### config.mk
export PLATFORM = sky130hd
export DESIGN_NAME = calendar_carry_ctrl
export DESIGN_NICKNAME = d
export VERILOG_FILES = /design/src/rtl/calendar_carry_ctrl_pkg.sv /design/src/rtl/calendar_carry_ctrl_dim_lut.sv /design/src/rtl/calendar_carry_ctrl.sv
export SDC_FILE = /design/constraint.sdc
export NUM_CORES = 1
export LEC_CHECK = 0
export ABC_AREA = 1
export CORE_MARGIN = 2
export CORE_UTILIZATION = 47
export CTS_BUF_LIST = sky130_fd_sc_hd__clkbuf_2
export CTS_CLUSTER_SIZE = 28
export DETAILED_ROUTE_END_ITERATION = 10
export MAX_ROUTING_LAYER = met4
export PLACE_DENSITY_LB_ADDON = 0.1
export SYNTH_ARGS = -nofsm -noshare
export SYNTH_HDL_FRONTEND = slang
export SYNTH_SLANG_ARGS = --single-unit
### constraint.sdc
create_clock -name clk_i -period 1.85 [get_ports clk_i]
set_input_delay 0.185 -clock clk_i [delete_from_list [all_inputs] [get_ports clk_i]]
set_output_delay 0.185 -clock clk_i [all_outputs]
set_load 0.02 [all_outputs]
### src/rtl/calendar_carry_ctrl_pkg.sv
// calendar_carry_ctrl_pkg
//   Shared types and constants for the century-clock date sequencer:
//   the set-mode state enum, month constants, display field encodings,
//   the guard-window length and a state-to-field helper.
//   No ports (package).

package calendar_carry_ctrl_pkg;

  // Operating state: normal running, or one of the three set-mode fields.
  typedef enum logic [1:0] {
    RUN       = 2'd0,
    SET_YEAR  = 2'd1,
    SET_MONTH = 2'd2,
    SET_DAY   = 2'd3
  } state_e;

  localparam logic [3:0] MONTH_FEB = 4'd2;
  localparam logic [3:0] MONTH_DEC = 4'd12;

  // field_sel encodings for the display blink select.
  localparam logic [1:0] FIELD_NONE  = 2'd0;
  localparam logic [1:0] FIELD_YEAR  = 2'd1;
  localparam logic [1:0] FIELD_MONTH = 2'd2;
  localparam logic [1:0] FIELD_DAY   = 2'd3;

  // Number of cycles after an accepted event during which further
  // events are held off so the date counters can settle.
  localparam logic [1:0] GUARD_CYCLES = 2'd2;

  // Maps a state onto the field the display should blink.
  function automatic logic [1:0] field_of(state_e s);
    logic [1:0] f;
    f = FIELD_NONE;
    case (s)
      RUN:       f = FIELD_NONE;
      SET_YEAR:  f = FIELD_YEAR;
      SET_MONTH: f = FIELD_MONTH;
      SET_DAY:   f = FIELD_DAY;
      default:   f = FIELD_NONE;
    endcase
    return f;
  endfunction

endpackage

### src/rtl/calendar_carry_ctrl_dim_lut.sv
// calendar_carry_ctrl_dim_lut
//   Purely combinational days-in-month lookup, shared with the display
//   blocks. Out-of-range months report 31 so callers see a safe upper bound.
// Ports
//   month_i  in   4  month value (1..12 valid)
//   leap_i   in   1  current year is a leap year
//   dim_o    out  5  days in the month (28..31)

module calendar_carry_ctrl_dim_lut
  import calendar_carry_ctrl_pkg::*;
(
  input  logic [3:0] month_i,
  input  logic       leap_i,
  output logic [4:0] dim_o
);

  // Thirty-day months and February are the exceptions; everything else,
  // including invalid month codes, is 31.
  always_comb begin
    dim_o = 5'd31;
    case (month_i)
      4'd4, 4'd6, 4'd9, 4'd11: dim_o = 5'd30;
      MONTH_FEB:               dim_o = leap_i ? 5'd29 : 5'd28;
      default:                 dim_o = 5'd31;
    endcase
  end

endmodule

### src/rtl/calendar_carry_ctrl.sv
// calendar_carry_ctrl
//   Sequences the day/month/year counters of the century clock. In RUN the
//   end-of-day tick becomes registered increment/clear pulses with month
//   length and leap-year rollover. In set mode the mode button walks
//   year -> month -> day -> run and the inc button steps the selected field.
// Ports
//   clk_i        in   1       system clock
//   rst_i        in   1       synchronous reset, active-high
//   day_tick_i   in   1       end-of-day pulse
//   mode_btn_i   in   1       advance set-mode state
//   inc_btn_i    in   1       step selected field
//   day_i        in   5       current day
//   month_i      in   4       current month
//   year_i       in   YEAR_W  current year
//   inc_day_o .. clr_year_o   out 1  registered one-cycle counter commands
//   field_sel_o  out  2       0 none, 1 year, 2 month, 3 day
//   overrun_o    out  1       sticky: tick arrived inside guard window

module calendar_carry_ctrl
  import calendar_carry_ctrl_pkg::*;
#(
  parameter int YEAR_W   = 7,
  parameter int YEAR_MAX = 99
) (
  input  logic              clk_i,
  input  logic              rst_i,
  input  logic              day_tick_i,
  input  logic              mode_btn_i,
  input  logic              inc_btn_i,
  input  logic [4:0]        day_i,
  input  logic [3:0]        month_i,
  input  logic [YEAR_W-1:0] year_i,
  output logic              inc_day_o,
  output logic              clr_day_o,
  output logic              inc_month_o,
  output logic              clr_month_o,
  output logic              inc_year_o,
  output logic              clr_year_o,
  output logic [1:0]        field_sel_o,
  output logic              overrun_o
);

  localparam logic [YEAR_W-1:0] YEAR_MAX_V = YEAR_W'(YEAR_MAX);

  state_e      state_q, state_d;
  logic [1:0]  guard_q;
  logic        overrun_q;
  logic [1:0]  field_sel_q;
  logic        inc_day_q,   inc_day_d;
  logic        clr_day_q,   clr_day_d;
  logic        inc_month_q, inc_month_d;
  logic        clr_month_q, clr_month_d;
  logic        inc_year_q,  inc_year_d;
  logic        clr_year_q,  clr_year_d;
  logic        accept_d;
  logic        overrun_set_d;

  logic [4:0]  dim;
  logic        leap;
  logic        guard_busy;
  logic        date_bad;

  // Year 00 counts as leap, so the two low bits alone decide it.
  assign leap       = (year_i[1:0] == 2'b00);
  assign guard_busy = (guard_q != 2'd0);
  // Counters that came out of reset at zero need resynchronising.
  assign date_bad   = (month_i == 4'd0) || (month_i > MONTH_DEC) || (day_i == 5'd0);

  calendar_carry_ctrl_dim_lut u_dim_lut (
    .month_i (month_i),
    .leap_i  (leap),
    .dim_o   (dim)
  );

  // State, guard counter, sticky overrun and all output registers.
  always_ff @(posedge clk_i) begin
    if (rst_i) begin
      state_q     <= RUN;
      guard_q     <= 2'd0;
      overrun_q   <= 1'b0;
      field_sel_q <= FIELD_NONE;
      inc_day_q   <= 1'b0;
      clr_day_q   <= 1'b0;
      inc_month_q <= 1'b0;
      clr_month_q <= 1'b0;
      inc_year_q  <= 1'b0;
      clr_year_q  <= 1'b0;
    end else begin
      state_q     <= state_d;
      field_sel_q <= field_of(state_d);
      if (accept_d) begin
        guard_q <= GUARD_CYCLES;
      end else if (guard_busy) begin
        guard_q <= guard_q - 2'd1;
      end
      overrun_q   <= overrun_q | overrun_set_d;
      inc_day_q   <= inc_day_d;
      clr_day_q   <= clr_day_d;
      inc_month_q <= inc_month_d;
      clr_month_q <= clr_month_d;
      inc_year_q  <= inc_year_d;
      clr_year_q  <= clr_year_d;
    end
  end

  // Mode button walks the ring RUN -> YEAR -> MONTH -> DAY -> RUN.
  always_comb begin
    state_d = state_q;
    if (mode_btn_i) begin
      case (state_q)
        RUN:       state_d = SET_YEAR;
        SET_YEAR:  state_d = SET_MONTH;
        SET_MONTH: state_d = SET_DAY;
        SET_DAY:   state_d = RUN;
        default:   state_d = RUN;
      endcase
    end
  end

  // Command decode. A mode press always takes priority over an inc press.
  // A day beyond the month length (RUN with an invalid day, or leaving
  // SET_DAY after the month/year was changed) is treated as a rollover.
  always_comb begin
    inc_day_d     = 1'b0;
    clr_day_d     = 1'b0;
    inc_month_d   = 1'b0;
    clr_month_d   = 1'b0;
    inc_year_d    = 1'b0;
    clr_year_d    = 1'b0;
    accept_d      = 1'b0;
    overrun_set_d = 1'b0;
    case (state_q)
      RUN: begin
        if (day_tick_i) begin
          if (guard_busy) begin
            overrun_set_d = 1'b1;
          end else begin
            accept_d = 1'b1;
            if (date_bad) begin
              clr_day_d   = 1'b1;
              clr_month_d = 1'b1;
            end else if (day_i < dim) begin
              inc_day_d = 1'b1;
            end else begin
              clr_day_d = 1'b1;
              if (month_i < MONTH_DEC) begin
                inc_month_d = 1'b1;
              end else begin
                clr_month_d = 1'b1;
                if (year_i >= YEAR_MAX_V) begin
                  clr_year_d = 1'b1;
                end else begin
                  inc_year_d = 1'b1;
                end
              end
            end
          end
        end
      end
      SET_YEAR: begin
        if (inc_btn_i && !mode_btn_i && !guard_busy) begin
          accept_d = 1'b1;
          if (year_i >= YEAR_MAX_V) begin
            clr_year_d = 1'b1;
          end else begin
            inc_year_d = 1'b1;
          end
        end
      end
      SET_MONTH: begin
        if (inc_btn_i && !mode_btn_i && !guard_busy) begin
          accept_d = 1'b1;
          if (month_i >= MONTH_DEC) begin
            clr_month_d = 1'b1;
          end else begin
            inc_month_d = 1'b1;
          end
        end
      end
      SET_DAY: begin
        if (mode_btn_i) begin
          clr_day_d = (day_i > dim);
        end else if (inc_btn_i && !guard_busy) begin
          accept_d = 1'b1;
          if (day_i >= dim) begin
            clr_day_d = 1'b1;
          end else begin
            inc_day_d = 1'b1;
          end
        end
      end
      default: begin
        accept_d = 1'b0;
      end
    endcase
  end

  assign inc_day_o   = inc_day_q;
  assign clr_day_o   = clr_day_q;
  assign inc_month_o = inc_month_q;
  assign clr_month_o = clr_month_q;
  assign inc_year_o  = inc_year_q;
  assign clr_year_o  = clr_year_q;
  assign field_sel_o = field_sel_q;
  assign overrun_o   = overrun_q;

endmodule

==> results of run 1 <==
==> synth_stat cells (2+ instances only) <==
| library cell | count | area (sq um) |
|---|---|---|
| sky130_fd_sc_hd__a21oi_1 | 10 | 50.1 |
| sky130_fd_sc_hd__ha_1 | 6 | 75.1 |
| sky130_fd_sc_hd__o21ai_0 | 8 | 40.0 |
| sky130_fd_sc_hd__nand3_2 | 2 | 20.0 |
| sky130_fd_sc_hd__inv_1 | 18 | 67.6 |
| sky130_fd_sc_hd__dfxtp_1 | 12 | 240 |
| sky130_fd_sc_hd__nor2_1 | 12 | 45.0 |
| sky130_fd_sc_hd__inv_2 | 2 | 7.51 |
| sky130_fd_sc_hd__nand3_1 | 7 | 35.0 |
| sky130_fd_sc_hd__nand2_1 | 23 | 86.3 |
==> path summary, 6_finish.rpt <==
path	endpoint	slack, ns	cells past startpoint
max	clr_year_o$_SDFF_PP0_	0.22	13
min	guard_q[0]$_SDFFE_PP0N_	0.47	1
max reg2reg	clr_year_o$_SDFF_PP0_	0.48	8
min reg2reg	guard_q[0]$_SDFFE_PP0N_	0.47	1
==> worst register-to-register path, delay by kind of cell (launching register included) <==
family,cells,cell delay [ns]
buffers and inverters,1,0.12
adders and majority gates,1,0.27
DFF,1,0.35
AOI/OAI and AO/OA,1,0.12
and+or+nand+nor,5,0.46
==> cell type report <==
cell class	instances	area [sq um]	share of cell area, %
multi-input cells	77	433	40.2
flip-flops and latches	12	240	22.3
clock inverters	1	3.75	0.348
clock buffers	3	15.0	1.39
repair buffers	29	290	26.9
well taps	16	20.0	1.86
inverters	20	75.1	6.97
==> layer usage <==
metal | vias to the layer above | global-route usage [%] | wire, um
met4 | 0 | 3.64 | 0
met2 | 17 | 30.3 | 725
li1 | 414 | - | -
met3 | 0 | 6.53 | 90
met1 | 335 | 21.7 | 721
met5 | - | - | 0
==> metrics by stage <==
step           worst slack [ns]  setup TNS [ns]  hold WS (ns)  power, mW  instance area, sq um
2_1_floorplan             0.524               0         0.254      0.388                   753
3_3_place_gp           -0.00891         -0.0176         0.433      0.462                  1060
3_5_place_dp            -0.0757          -0.182         0.441      0.468                  1060
4_1_cts                   0.215               0         0.469      0.602                  1070
5_1_grt                0.000248               0         0.500      0.630                  1080
6_report                  0.220               0         0.466      0.594                  1080
==> registers in the layout, indices dropped and copies added (netlist names), named ones only <==
name and flops:
guard_q 2, clr_day_o 1, clr_month_o 1, clr_year_o 1, field_sel_o 1, inc_day_o 1
inc_month_o 1, inc_year_o 1, overrun_o 1, state_q 1
==> cells by family (layout without fill, tap and decap cells) <==
kind of cell | count (synthesis) | count (layout) | synth area share, %
simple gates | 50 | 50 | 32.2
fa+ha+maj | 6 | 6 | 9.97
compound gates | 21 | 21 | 15.0
buf+inv | 21 | 53 | 11.0
flops | 12 | 12 | 31.9
==> timing repair <==
item	4_1_cts	5_1_grt
endpoints found under the setup margin	0	2
gates resized for setup	0	1
setup buffers	0	0
==> where the power goes <==
group | internal, mW | total (mW) | switching, mW | leakage (nW)
registers | 0.271 | 0.280 | 0.00864 | 0.0980
logic | 0.0894 | 0.182 | 0.0925 | 0.393
clock network | 0.0469 | 0.132 | 0.0853 | 0.0140
==> impl_results.rst, run 1 <==
.. list-table::
   :header-rows: 1

   * - Metric
     - Value
   * - Outcome
     - completed
   * - Starting DRC count in detailed routing
     - 10
   * - Hold Fails Final Rpt
     - 0
   * - DIE WIDTH
     - 44.0 um
   * - Total placed cells including tap cells
     - 154
   * - Hold bufs inserted after CTS
     - 0
   * - Number of core rows
     - 14
   * - CP max stage cell
     - sky130_fd_sc_hd__clkdlybuf4s50_1
   * - Crit. End Element
     - register
   * - Most frequent standard cell in the layout excluding fill and tap cells
     - sky130_fd_sc_hd__clkdlybuf4s50_1
   * - Root buffer cell
     - sky130_fd_sc_hd__clkbuf_2
   * - Largest net degree at the start of global routing
     - 8
   * - Period utilization
     - 88.1%
   * - Leak Pwr
     - 0.505 nW
   * - Worst min-delay path class
     - reg2reg
   * - Areal power density over the cells
     - 552 nW/um^2
   * - Net count after synthesis
     - 137
   * - FF+latch count, synth
     - 12
   * - Max Clk Rate
     - 614 MHz
   * - Deepest level of the CTS H-tree
     - 1
   * - Clk Latency, worst-skew pair
     - 0.26 ns
   * - Number of enable flip-flop cells after synthesis
     - 0
   * - Post-synthesis area per instance
     - 6.85 sq um
   * - Boundary pin count
     - 30
   * - Count of different cell masters after synthesis
     - 20
   * - Number of port buffers
     - 29
   * - Synthesis-to-finish area growth
     - 43.0%
   * - Async set or reset register ratio after synthesis
     - 0%
   * - Worst-path cell chain
     - clkdlybuf4s50_1 > inv_1 > nand3_1 > nor2_2 > a21oi_1 > ha_1 > inv_1 > nand2_1 > a21oi_2 > nand2_2 > o21bai_1 > nand2_1 > nor2_1
   * - Post-synthesis sequential area ratio
     - 31.9%
   * - Count of placed standard cells in the final layout, fillers left out
     - 158
   * - Startpoint of the worst register-to-register path
     - state_q[0]$_SDFF_PP0_
   * - Post-synth top flop
     - sky130_fd_sc_hd__dfxtp_1
   * - Count of endpoints failing setup in the final report
     - 0
   * - Cell family with most CP delay
     - buffers and inverters
   * - Worst slew margin relative to its limit
     - 85.2%
   * - Final design utilization
     - 71.5%
   * - Via count normalized by instance count
     - 4.85
   * - Total track usage
     - 18.4%
   * - CTS tree
     - done
   * - Slew at the pin closest to its max-slew limit
     - 0.219 ns
   * - Net count, final
     - 170
   * - Max-slew violation count
     - 0
   * - Min cycle time layout
     - 1.63 ns
   * - Worst IR drop on VDD
     - 0.430 mV
   * - TritonCTS sink count
     - 12
   * - Total detailed-routing wirelength
     - 1540 um
   * - CP Data Required Time
     - 2.06 ns
   * - Crit path kind
     - in2reg
   * - Share of layout cells above drive strength 1
     - 9.15%
   * - Worst clock skew
     - 0.00152 ns
   * - Critical path arrival
     - 1.84 ns
   * - Startpoint of the worst setup timing path
     - month_i[3]
   * - Count of mapped cells out of synthesis
     - 110
   * - Critical path buffer and inverter count
     - 3
   * - Total number of yosys warnings
     - 0
   * - Core outline area
     - 1510 sq um
   * - Number of antenna violations at the first check in global routing
     - 0
   * - Most frequent cells in the layout
     - 29 x sky130_fd_sc_hd__clkdlybuf4s50_1, 23 x sky130_fd_sc_hd__nand2_1, 18 x sky130_fd_sc_hd__inv_1
   * - RSZ-0062 raised after global routing
     - no
   * - Vias
     - 766
   * - Maximum net fanout on the critical path
     - 3
   * - Overflow left after global routing
     - 0
   * - Number of nets still failing antenna checks after routing
     - 0
   * - Biggest cell delay along the critical path
     - 0.45 ns
   * - Nature of the critical path startpoint
     - input pin
   * - # diodes
     - 0
   * - # Max-Cap Violations
     - 0
   * - Initial core utilization
     - 50.0%
   * - Clock transition time at the flip-flop clock pins of the worst setup and hold paths
     - 0.11 ns
   * - FILL cells
     - 130
   * - Vias in the first global route
     - 670
   * - Total die area
     - 1940 sq um
   * - Detailed Routing Iterations Pass 1
     - 3
   * - Clock buffer depth
     - 2
   * - Detailed Place HPWL
     - 1310 um
   * - Routed length per instance
     - 9.73 um
   * - DRC violation count after routing
     - 0
   * - Post-synthesis cell area
     - 753 sq um
   * - Hold wc startpoint
     - guard_q[0]$_SDFFE_PP0N_
   * - Overall die height
     - 44.0 um
   * - Wire length of the first global-routing pass
     - 2610 um
   * - Weighted congestion at the end of routability-driven global placement
     - 0.787
   * - TritonCTS Buffers
     - 3
(Power assumes the default switching activity.)
==> inputs of run 2 (changes only) <==
--- a/config.mk
+++ b/config.mk
@@ -7,7 +7,7 @@
 export LEC_CHECK = 0
 export ABC_AREA = 1
 export CORE_MARGIN = 2
-export CORE_UTILIZATION = 47
+export CORE_UTILIZATION = 50
 export CTS_BUF_LIST = sky130_fd_sc_hd__clkbuf_2
 export CTS_CLUSTER_SIZE = 28
 export DETAILED_ROUTE_END_ITERATION = 10
@@ -15,4 +15,6 @@
 export PLACE_DENSITY_LB_ADDON = 0.1
 export SYNTH_ARGS = -nofsm -noshare
 export SYNTH_HDL_FRONTEND = slang
+export SYNTH_HIERARCHICAL = 1
 export SYNTH_SLANG_ARGS = --single-unit
+export TNS_END_PERCENT = 1
==> constraint.sdc (replaced) <==
create_clock -name clk_i -period 2 [get_ports clk_i]
set_input_delay 0.2 -clock clk_i [delete_from_list [all_inputs] [get_ports clk_i]]
set_output_delay 0.2 -clock clk_i [all_outputs]
set_load 0.02 [all_outputs]
==> impl_results.rst, run 2 <==
.. list-table::
   :header-rows: 1

   * - Metric
     - Value
   * - Boundary pin count
     - 30 (unchanged)
   * - Multiplexer share of the synthesized area
     - 0% (unchanged)
   * - Most used standard cell by instance count after synthesis
     - sky130_fd_sc_hd__nand2_1
   * - Detailed Place HPWL
     - 1460 um (+11%)
   * - CTS tree
     - done
   * - Critical path buffer and inverter count
     - 2 (-1)
   * - Vias in the first global route
     - 720 (+7.5%)
   * - Number of core rows
     - 15 (+1)
   * - Count of placed standard cells in the final layout, fillers left out
     - 178 (+13%)
   * - Share of layout cells above drive strength 1
     - 9.94% (+0.78 points)
   * - Biggest cell delay along the critical path
     - 0.55 ns (+0.10 ns)
   * - Weighted congestion at the end of routability-driven global placement
     - 0.768 (-2.4%)
   * - Number of nets still failing antenna checks after routing
     - 0 (unchanged)
   * - Wire length of the first global-routing pass
     - 2700 um (+3.4%)
   * - Crit. End Element
     - register
   * - Synthesis-to-finish area growth
     - 36.2%
   * - Top cells by area in the synthesized netlist
     - sky130_fd_sc_hd__dfxtp_1 30%, sky130_fd_sc_hd__nand2_1 14%, sky130_fd_sc_hd__ha_1 13%
   * - Leak Pwr
     - 0.593 nW (+18%)
   * - Post-synth top flop
     - sky130_fd_sc_hd__dfxtp_1
   * - Post-synthesis cell area
     - 873 sq um (+16%)
   * - Period utilization
     - 80.1%
   * - Post-synth top cells
     - 32 x sky130_fd_sc_hd__nand2_1, 21 x sky130_fd_sc_hd__inv_1, 13 x sky130_fd_sc_hd__dfxtp_1, 13 x sky130_fd_sc_hd__nor2_1
   * - Count of mapped cells out of synthesis
     - 129 (+17%)
   * - Largest family of logic cells by synthesized area
     - simple AND/OR/NAND/NOR gates
   * - Total placed cells including tap cells
     - 174 (+13%)
   * - Worst IR drop on VDD
     - 0.344 mV (-20%)
   * - Hold bufs inserted after CTS
     - 0 (unchanged)
   * - Max-slew violation count
     - 0 (unchanged)
   * - Post-synthesis area per instance
     - 6.77 sq um (-1.1%)
   * - Largest net degree at the start of global routing
     - 8 (unchanged)
   * - Number of instances resized during post-cts repair
     - 0 (unchanged)
   * - # Max-Cap Violations
     - 0 (unchanged)
   * - Post-synthesis compound-gate area fraction
     - 9.17% (-5.8 points)
   * - TritonCTS sink count
     - 13 (+1)
   * - Core outline area
     - 1690 sq um (+12%)
   * - Post-Synth Adder-Cell Area
     - 12.9% (+2.9 points)
   * - Max Clk Rate
     - 624 MHz
   * - Worst clock skew
     - 0.0246 ns (+0.0231 ns)
   * - Accumulated negative setup slack
     - 0 ns (unchanged)
   * - Post-synthesis sequential area ratio
     - 29.8% (-2.1 points)
   * - Leading area contributor after synthesis
     - sky130_fd_sc_hd__dfxtp_1
   * - Worst min-delay path class
     - reg2reg
   * - Total die area
     - 2100 sq um (+8.2%)
   * - Initial core utilization
     - 51.7% (+1.7 points)
   * - Overflow left after global routing
     - 0 (unchanged)
   * - Total power draw
     - 0.607 mW (+2.2%)
   * - DIE WIDTH
     - 45.8 um (+4.0%)
   * - Via count normalized by instance count
     - 4.79 (-1.2%)
   * - Areal power density over the cells
     - 511 nW/um^2 (-7.5%)
   * - Cell family with most CP delay
     - simple AND/OR/NAND/NOR gates
   * - TritonCTS Buffers
     - 3 (unchanged)
   * - Clock transition time at the flip-flop clock pins of the worst setup and hold paths
     - 0.10 ns (about the same)
   * - Total detailed-routing wirelength
     - 1690 um (+9.6%)
   * - Hold Fails Final Rpt
     - 0 (unchanged)
   * - Async set or reset register ratio after synthesis
     - 0% (unchanged)
   * - Total number of yosys warnings
     - 6 (+6)
   * - RSZ-0062 raised after global routing
     - no
   * - Outcome
     - completed
   * - Count of different cell masters after synthesis
     - 23 (+15%)
   * - Worst-path cell chain
     - clkdlybuf4s50_1 > nor2_2 > nand2_1 > inv_1 > ha_1 > nand2_1 > nor2_2 > nand2_1 > nand3_2 > nand2_2 > o21ai_1 > nand2_1 > nor2_1
   * - Number of antenna violations at the first check in global routing
     - 0 (unchanged)
   * - Most frequent standard cell in the layout excluding fill and tap cells
     - sky130_fd_sc_hd__nand2_1
   * - Detailed Routing Iterations Pass 1
     - 4 (+1)
   * - Vias
     - 853 (+11%)
   * - Net count, final
     - 192 (+13%)
   * - Simple-Gate Fraction of Synth Area
     - 35.2% (+3.0 points)
   * - FILL cells
     - 151 (+16%)
   * - CP Data Required Time
     - 2.20 ns (+0.14 ns)
   * - Total track usage
     - 18.2% (-0.23 points)
   * - Clk Latency, worst-skew pair
     - 0.28 ns (+0.02 ns)
   * - Setup Fix Bufs, Post-CTS
     - 0 (unchanged)
   * - Routed length per instance
     - 9.47 um (-2.7%)
   * - FF+latch count, synth
     - 13 (+1)
   * - Area fraction of the dominant cell type after synthesis
     - 29.8% (-2.1 points)
   * - Crit path kind
     - in2reg
   * - CP max stage cell
     - sky130_fd_sc_hd__clkdlybuf4s50_1
   * - Overall die height
     - 45.8 um (+4.0%)
   * - DRC violation count after routing
     - 0 (unchanged)
   * - Most frequent cells in the layout
     - 32 x sky130_fd_sc_hd__nand2_1, 29 x sky130_fd_sc_hd__clkdlybuf4s50_1, 21 x sky130_fd_sc_hd__inv_1
   * - Maximum net fanout on the critical path
     - 5 (+2)
   * - Reg2reg setup slack
     - 0.52 ns (+0.04 ns)
   * - Number of enable flip-flop cells after synthesis
     - 0 (unchanged)
   * - Count of endpoints failing setup in the final report
     - 0 (unchanged)
   * - # diodes
     - 0 (unchanged)
   * - Clock buffer depth
     - 2 (unchanged)
   * - Min cycle time layout
     - 1.60 ns
   * - Starting DRC count in detailed routing
     - 13 (+3)
   * - Nature of the critical path startpoint
     - input pin
   * - Deepest level of the CTS H-tree
     - 1 (unchanged)
   * - XOR/XNOR Fraction of Synth Area
     - 0% (unchanged)
   * - Root buffer cell
     - sky130_fd_sc_hd__clkbuf_2
   * - Critical path arrival
     - 1.80 ns (-0.04 ns)
   * - Number of port buffers
     - 29 (unchanged)
   * - Most prevalent standard cell on the critical path
     - sky130_fd_sc_hd__nand2_1
[run 2: path summary, 6_finish.rpt]
check,startpoint,endpoint,cells after the start
max reg2reg,state_q[0]$_SDFF_PP0_,inc_year_o$_SDFF_PP0_,8
max,month_i[3],inc_year_o$_SDFF_PP0_,13
min,guard_q[0]$_SDFFE_PP0N_,guard_q[0]$_SDFFE_PP0N_,1
min reg2reg,guard_q[0]$_SDFFE_PP0N_,guard_q[0]$_SDFFE_PP0N_,1
[run 2: power breakdown]
part / internal, mW / total [mW] / switching [mW]
Combinational: 0.0913 / 0.191 / 0.0998
Clock: 0.0530 / 0.135 / 0.0825
Sequential: 0.274 / 0.281 / 0.00724
Total: 0.418 / 0.607 / 0.189
[run 2: final cells by class]
type	count	area, sq um	share of cell area [%]
multi-input cells	92	512	43.0
clock buffers	4	20.0	1.68
inverters	23	86.3	7.26
repair buffers	29	290	24.4
flip-flops and latches	13	260	21.9
well taps	17	21.3	1.79
[run 2: cells by family after synthesis]
kind of cell | count (synthesis)
other cells | 1
fa+ha+maj | 9
buf+inv | 26
simple gates | 65
flops | 13
compound gates | 15
[run 2: worst register-to-register path, cell delays in order, from the launching register on]
cell and delay, ns:
sky130_fd_sc_hd__dfxtp_1 0.37, sky130_fd_sc_hd__inv_1 0.14, sky130_fd_sc_hd__ha_1 0.22, sky130_fd_sc_hd__nand2_2 0.09, sky130_fd_sc_hd__nor2_4 0.16, sky130_fd_sc_hd__nand4_2 0.12, sky130_fd_sc_hd__o21ai_1 0.14, sky130_fd_sc_hd__nand2_1 0.07
sky130_fd_sc_hd__nor2_1 0.09
[run 2: routing by layer]
| metal | share of wire, % | vias to the layer above | global-route usage (%) |
|---|---|---|---|
| met3 | 6.6 | 4 | 5.95 |
| li1 | - | 463 | - |
| met5 | 0 | - | - |
| met2 | 46 | 28 | 32.4 |
| met4 | 0.71 | 0 | 1.71 |
| met1 | 46 | 358 | 20.3 |
[run 2: metrics by stage]
stage	hold WS, ns	utilization, %	worst slack [ns]	instance area [sq um]
floorplan	0.269	-	0.742	881
global placement	0.419	69.3	0.157	1170
detailed placement	0.426	69.3	0.122	1170
CTS	0.442	70.4	0.394	1190
global route	0.449	70.4	0.238	1190
finish	0.437	70.4	0.398	1190
==> inputs of run 3 (changes only) <==
--- a/config.mk
+++ b/config.mk
@@ -6,8 +6,9 @@
 export NUM_CORES = 1
 export LEC_CHECK = 0
 export ABC_AREA = 1
+export CORE_ASPECT_RATIO = 1.4
 export CORE_MARGIN = 2
-export CORE_UTILIZATION = 50
+export CORE_UTILIZATION = 46
 export CTS_BUF_LIST = sky130_fd_sc_hd__clkbuf_2
 export CTS_CLUSTER_SIZE = 28
 export DETAILED_ROUTE_END_ITERATION = 10
==> constraint.sdc (replaced) <==
create_clock -name clk_i -period 1.6 [get_ports clk_i]
set_input_delay 0.16 -clock clk_i [delete_from_list [all_inputs] [get_ports clk_i]]
set_output_delay 0.16 -clock clk_i [all_outputs]
set_load 0.02 [all_outputs]
==> impl_results.rst, run 3 (synthesis results as in run 2) <==
.. list-table::
   :header-rows: 1

   * - Metric
     - Value
   * - Outcome
     - completed
   * - Number of core rows
     - 18 (+3)
   * - Clk Latency, worst-skew pair
     - 0.28 ns (about the same)
   * - Overall die height
     - 55.6 um (+21%)
   * - Cell count of the worst hold path
     - 5 (+4)
   * - Starting DRC count in detailed routing
     - 6 (-7)
   * - Crit path kind
     - reg2reg
   * - Combinational share of power
     - 33.1% (+1.6 points)
   * - Largest net degree at the start of global routing
     - 8 (unchanged)
   * - Switching Fraction
     - 31.0% (-0.20 points)
   * - Total detailed-routing wirelength
     - 1810 um (+7.1%)
   * - Total track usage
     - 18.9% (+0.78 points)
   * - Period utilization
     - 86.6%
   * - Part of the total power dissipated in the clock network
     - 21.7% (-0.6 points)
   * - CP Data Required Time
     - 1.83 ns (-0.37 ns)
   * - Detailed Place HPWL
     - 1520 um (+4.4%)
   * - Number of nets still failing antenna checks after routing
     - 0 (unchanged)
   * - Instance area after placement
     - 1220 sq um (+4.2%)
   * - Crit. End Element
     - register
   * - Number of antenna violations at the first check in global routing
     - 0 (unchanged)
   * - Maximum net fanout on the critical path
     - 5 (unchanged)
   * - Synthesis-to-finish area growth
     - 44.4%
   * - Boundary pin count
     - 30 (unchanged)
   * - Net count, final
     - 199 (+3.6%)
   * - Initial core utilization
     - 49.1% (-2.6 points)
   * - TritonCTS Buffers
     - 3 (unchanged)
   * - Core outline area
     - 1780 sq um (+5.3%)
   * - Deepest level of the CTS H-tree
     - 1 (unchanged)
   * - Depth of the most critical reg-to-reg path
     - 8 (unchanged)
   * - Via count normalized by instance count
     - 4.62 (-3.7%)
   * - Finished Cell Area
     - 1260 sq um (+6.0%)
   * - Most frequent cells in the layout
     - 32 x sky130_fd_sc_hd__nand2_1, 25 x sky130_fd_sc_hd__clkdlybuf4s50_1, 19 x sky130_fd_sc_hd__inv_1
   * - Wire length of the first global-routing pass
     - 2930 um (+8.5%)
   * - Nature of the critical path startpoint
     - register
   * - DIE WIDTH
     - 40.8 um (-11%)
   * - Max Clk Rate
     - 721 MHz
   * - Areal power density over the cells
     - 615 nW/um^2 (+20%)
   * - CTS tree
     - done
   * - Routed length per instance
     - 9.60 um (+1.4%)
   * - Root buffer cell
     - sky130_fd_sc_hd__clkbuf_2
   * - Weighted congestion at the end of routability-driven global placement
     - 0.869 (+13%)
   * - Most frequent standard cell in the layout excluding fill and tap cells
     - sky130_fd_sc_hd__nand2_1
   * - Total die area
     - 2270 sq um (+8.1%)
   * - Detailed Routing Iterations Pass 1
     - 4 (unchanged)
   * - Max-slew violation count
     - 0 (unchanged)
   * - DRC violation count after routing
     - 0 (unchanged)
   * - RSZ-0062 raised after global routing
     - no
   * - Share of layout cells above drive strength 1
     - 16.1% (+6.1 points)
   * - FILL cells
     - 159 (+5.3%)
   * - Clock buffer depth
     - 2 (unchanged)
   * - Critical path arrival
     - 1.61 ns (-0.19 ns)
   * - Overflow left after global routing
     - 0 (unchanged)
   * - Worst setup slack after placement
     - -0.259 ns (-0.382 ns)
   * - Worst IR drop on VDD
     - 0.523 mV (+52%)
   * - Hold bufs inserted after CTS
     - 0 (unchanged)
   * - Vias in the first global route
     - 753 (+4.6%)
   * - Worst clock skew
     - 0.00233 ns (-0.0222 ns)
   * - Number of port buffers
     - 29 (unchanged)
   * - Relative contribution of sequential cells to total power
     - 45.2% (-1.0 points)
   * - Min cycle time layout
     - 1.39 ns
   * - Worst min-delay path class
     - in2reg
   * - TritonCTS sink count
     - 13 (unchanged)
   * - Worst-case hold slack
     - 0.351 ns (-0.0857 ns)
   * - Switching power
     - 0.240 mW (+27%)
   * - Internal Power
     - 0.535 mW (+28%)
   * - Clock transition time at the flip-flop clock pins of the worst setup and hold paths
     - 0.11 ns (about the same)
   * - Vias
     - 868 (+1.8%)
   * - # Max-Cap Violations
     - 0 (unchanged)
   * - # diodes
     - 0 (unchanged)
   * - Leak Pwr
     - 0.661 nW (+11%)
   * - Count of endpoints failing setup in the final report
     - 0 (unchanged)
   * - Hold Fails Final Rpt
     - 0 (unchanged)
   * - PnR worst setup slack
     - 0.214 ns (-0.184 ns)
[run 3: cell types whose count changed in the layout (fill, tap and decap cells not counted), sizes merged]
| cell | previous run | this run |
|---|---|---|
| clkdlybuf4s50 | 29 | 25 |
| buf | 0 | 7 |
| dlymetal6s2s | 0 | 4 |
[run 3: routing by layer]
| metal | up-vias | GRT usage (%) | share of wire, % |
|---|---|---|---|
| li1 | 473 | - | - |
| met1 | 374 | 18.6 | 38 |
| met2 | 16 | 31.9 | 55 |
| met3 | 5 | 1.20 | 3.5 |
| met4 | 0 | 12.9 | 2.9 |
| met5 | - | - | 0 |
[run 3: power groups by stage]
stage / sequential (mW) / combinational [mW] / clock, mW
after floorplan: 0.371 / 0.128 / 0
after global placement: 0.357 / 0.246 / 0
after detailed placement: 0.358 / 0.249 / 0
after CTS: 0.351 / 0.251 / 0.180
after global routing: 0.353 / 0.284 / 0.191
final: 0.351 / 0.256 / 0.168
[run 3: final cells by class]
class	instances	area, sq um	area share [%]
clock buffer	4	20.0	1.59
inverter	23	86.3	6.85
multi-input combinational	92	517	41.0
sequential	13	260	20.6
tap	20	25.0	1.98
timing repair buffer	36	353	28.0
[run 3: critical path, cell delays in order (launching register included)]
cell and delay [ns]:
sky130_fd_sc_hd__dfxtp_1 0.36, sky130_fd_sc_hd__inv_1 0.09, sky130_fd_sc_hd__ha_2 0.21, sky130_fd_sc_hd__nand2_2 0.07, sky130_fd_sc_hd__nor2_4 0.16, sky130_fd_sc_hd__nand4_2 0.13, sky130_fd_sc_hd__o21ai_1 0.14, sky130_fd_sc_hd__nand2_1 0.07
sky130_fd_sc_hd__nor2_1 0.10
[run 3: path summary, 6_finish.rpt]
check | startpoint | to | slack [ns]
worst max-delay path | state_q[1]$_SDFF_PP0_ | clr_year_o$_SDFF_PP0_ | 0.21
worst min register to register | guard_q[0]$_SDFFE_PP0N_ | guard_q[0]$_SDFFE_PP0N_ | 0.44
worst min-delay path | month_i[2] | inc_month_o$_SDFF_PP0_ | 0.35
worst max register to register | state_q[1]$_SDFF_PP0_ | clr_year_o$_SDFF_PP0_ | 0.21
[run 3: per-stage QoR]
step | power [mW] | TNS, ns | utilization, % | std cells
final | 0.775 | 0 | 70.9 | 188
after global routing | 0.827 | 0 | 70.9 | 188
after CTS | 0.781 | 0 | 69.6 | 187
after detailed placement | 0.607 | -1.26 | 68.5 | 183
after global placement | 0.603 | -1.01 | 68.5 | 183
after floorplan | 0.499 | 0 | - | 131
[run 3: what timing repair did]
| action | in CTS | in global routing |
|---|---|---|
| setup buffers | 0 | 1 |
| gates resized for setup | 0 | 8 |
| endpoints found under the setup margin | 0 | 5 |
| endpoints found under the hold margin | 0 | 0 |
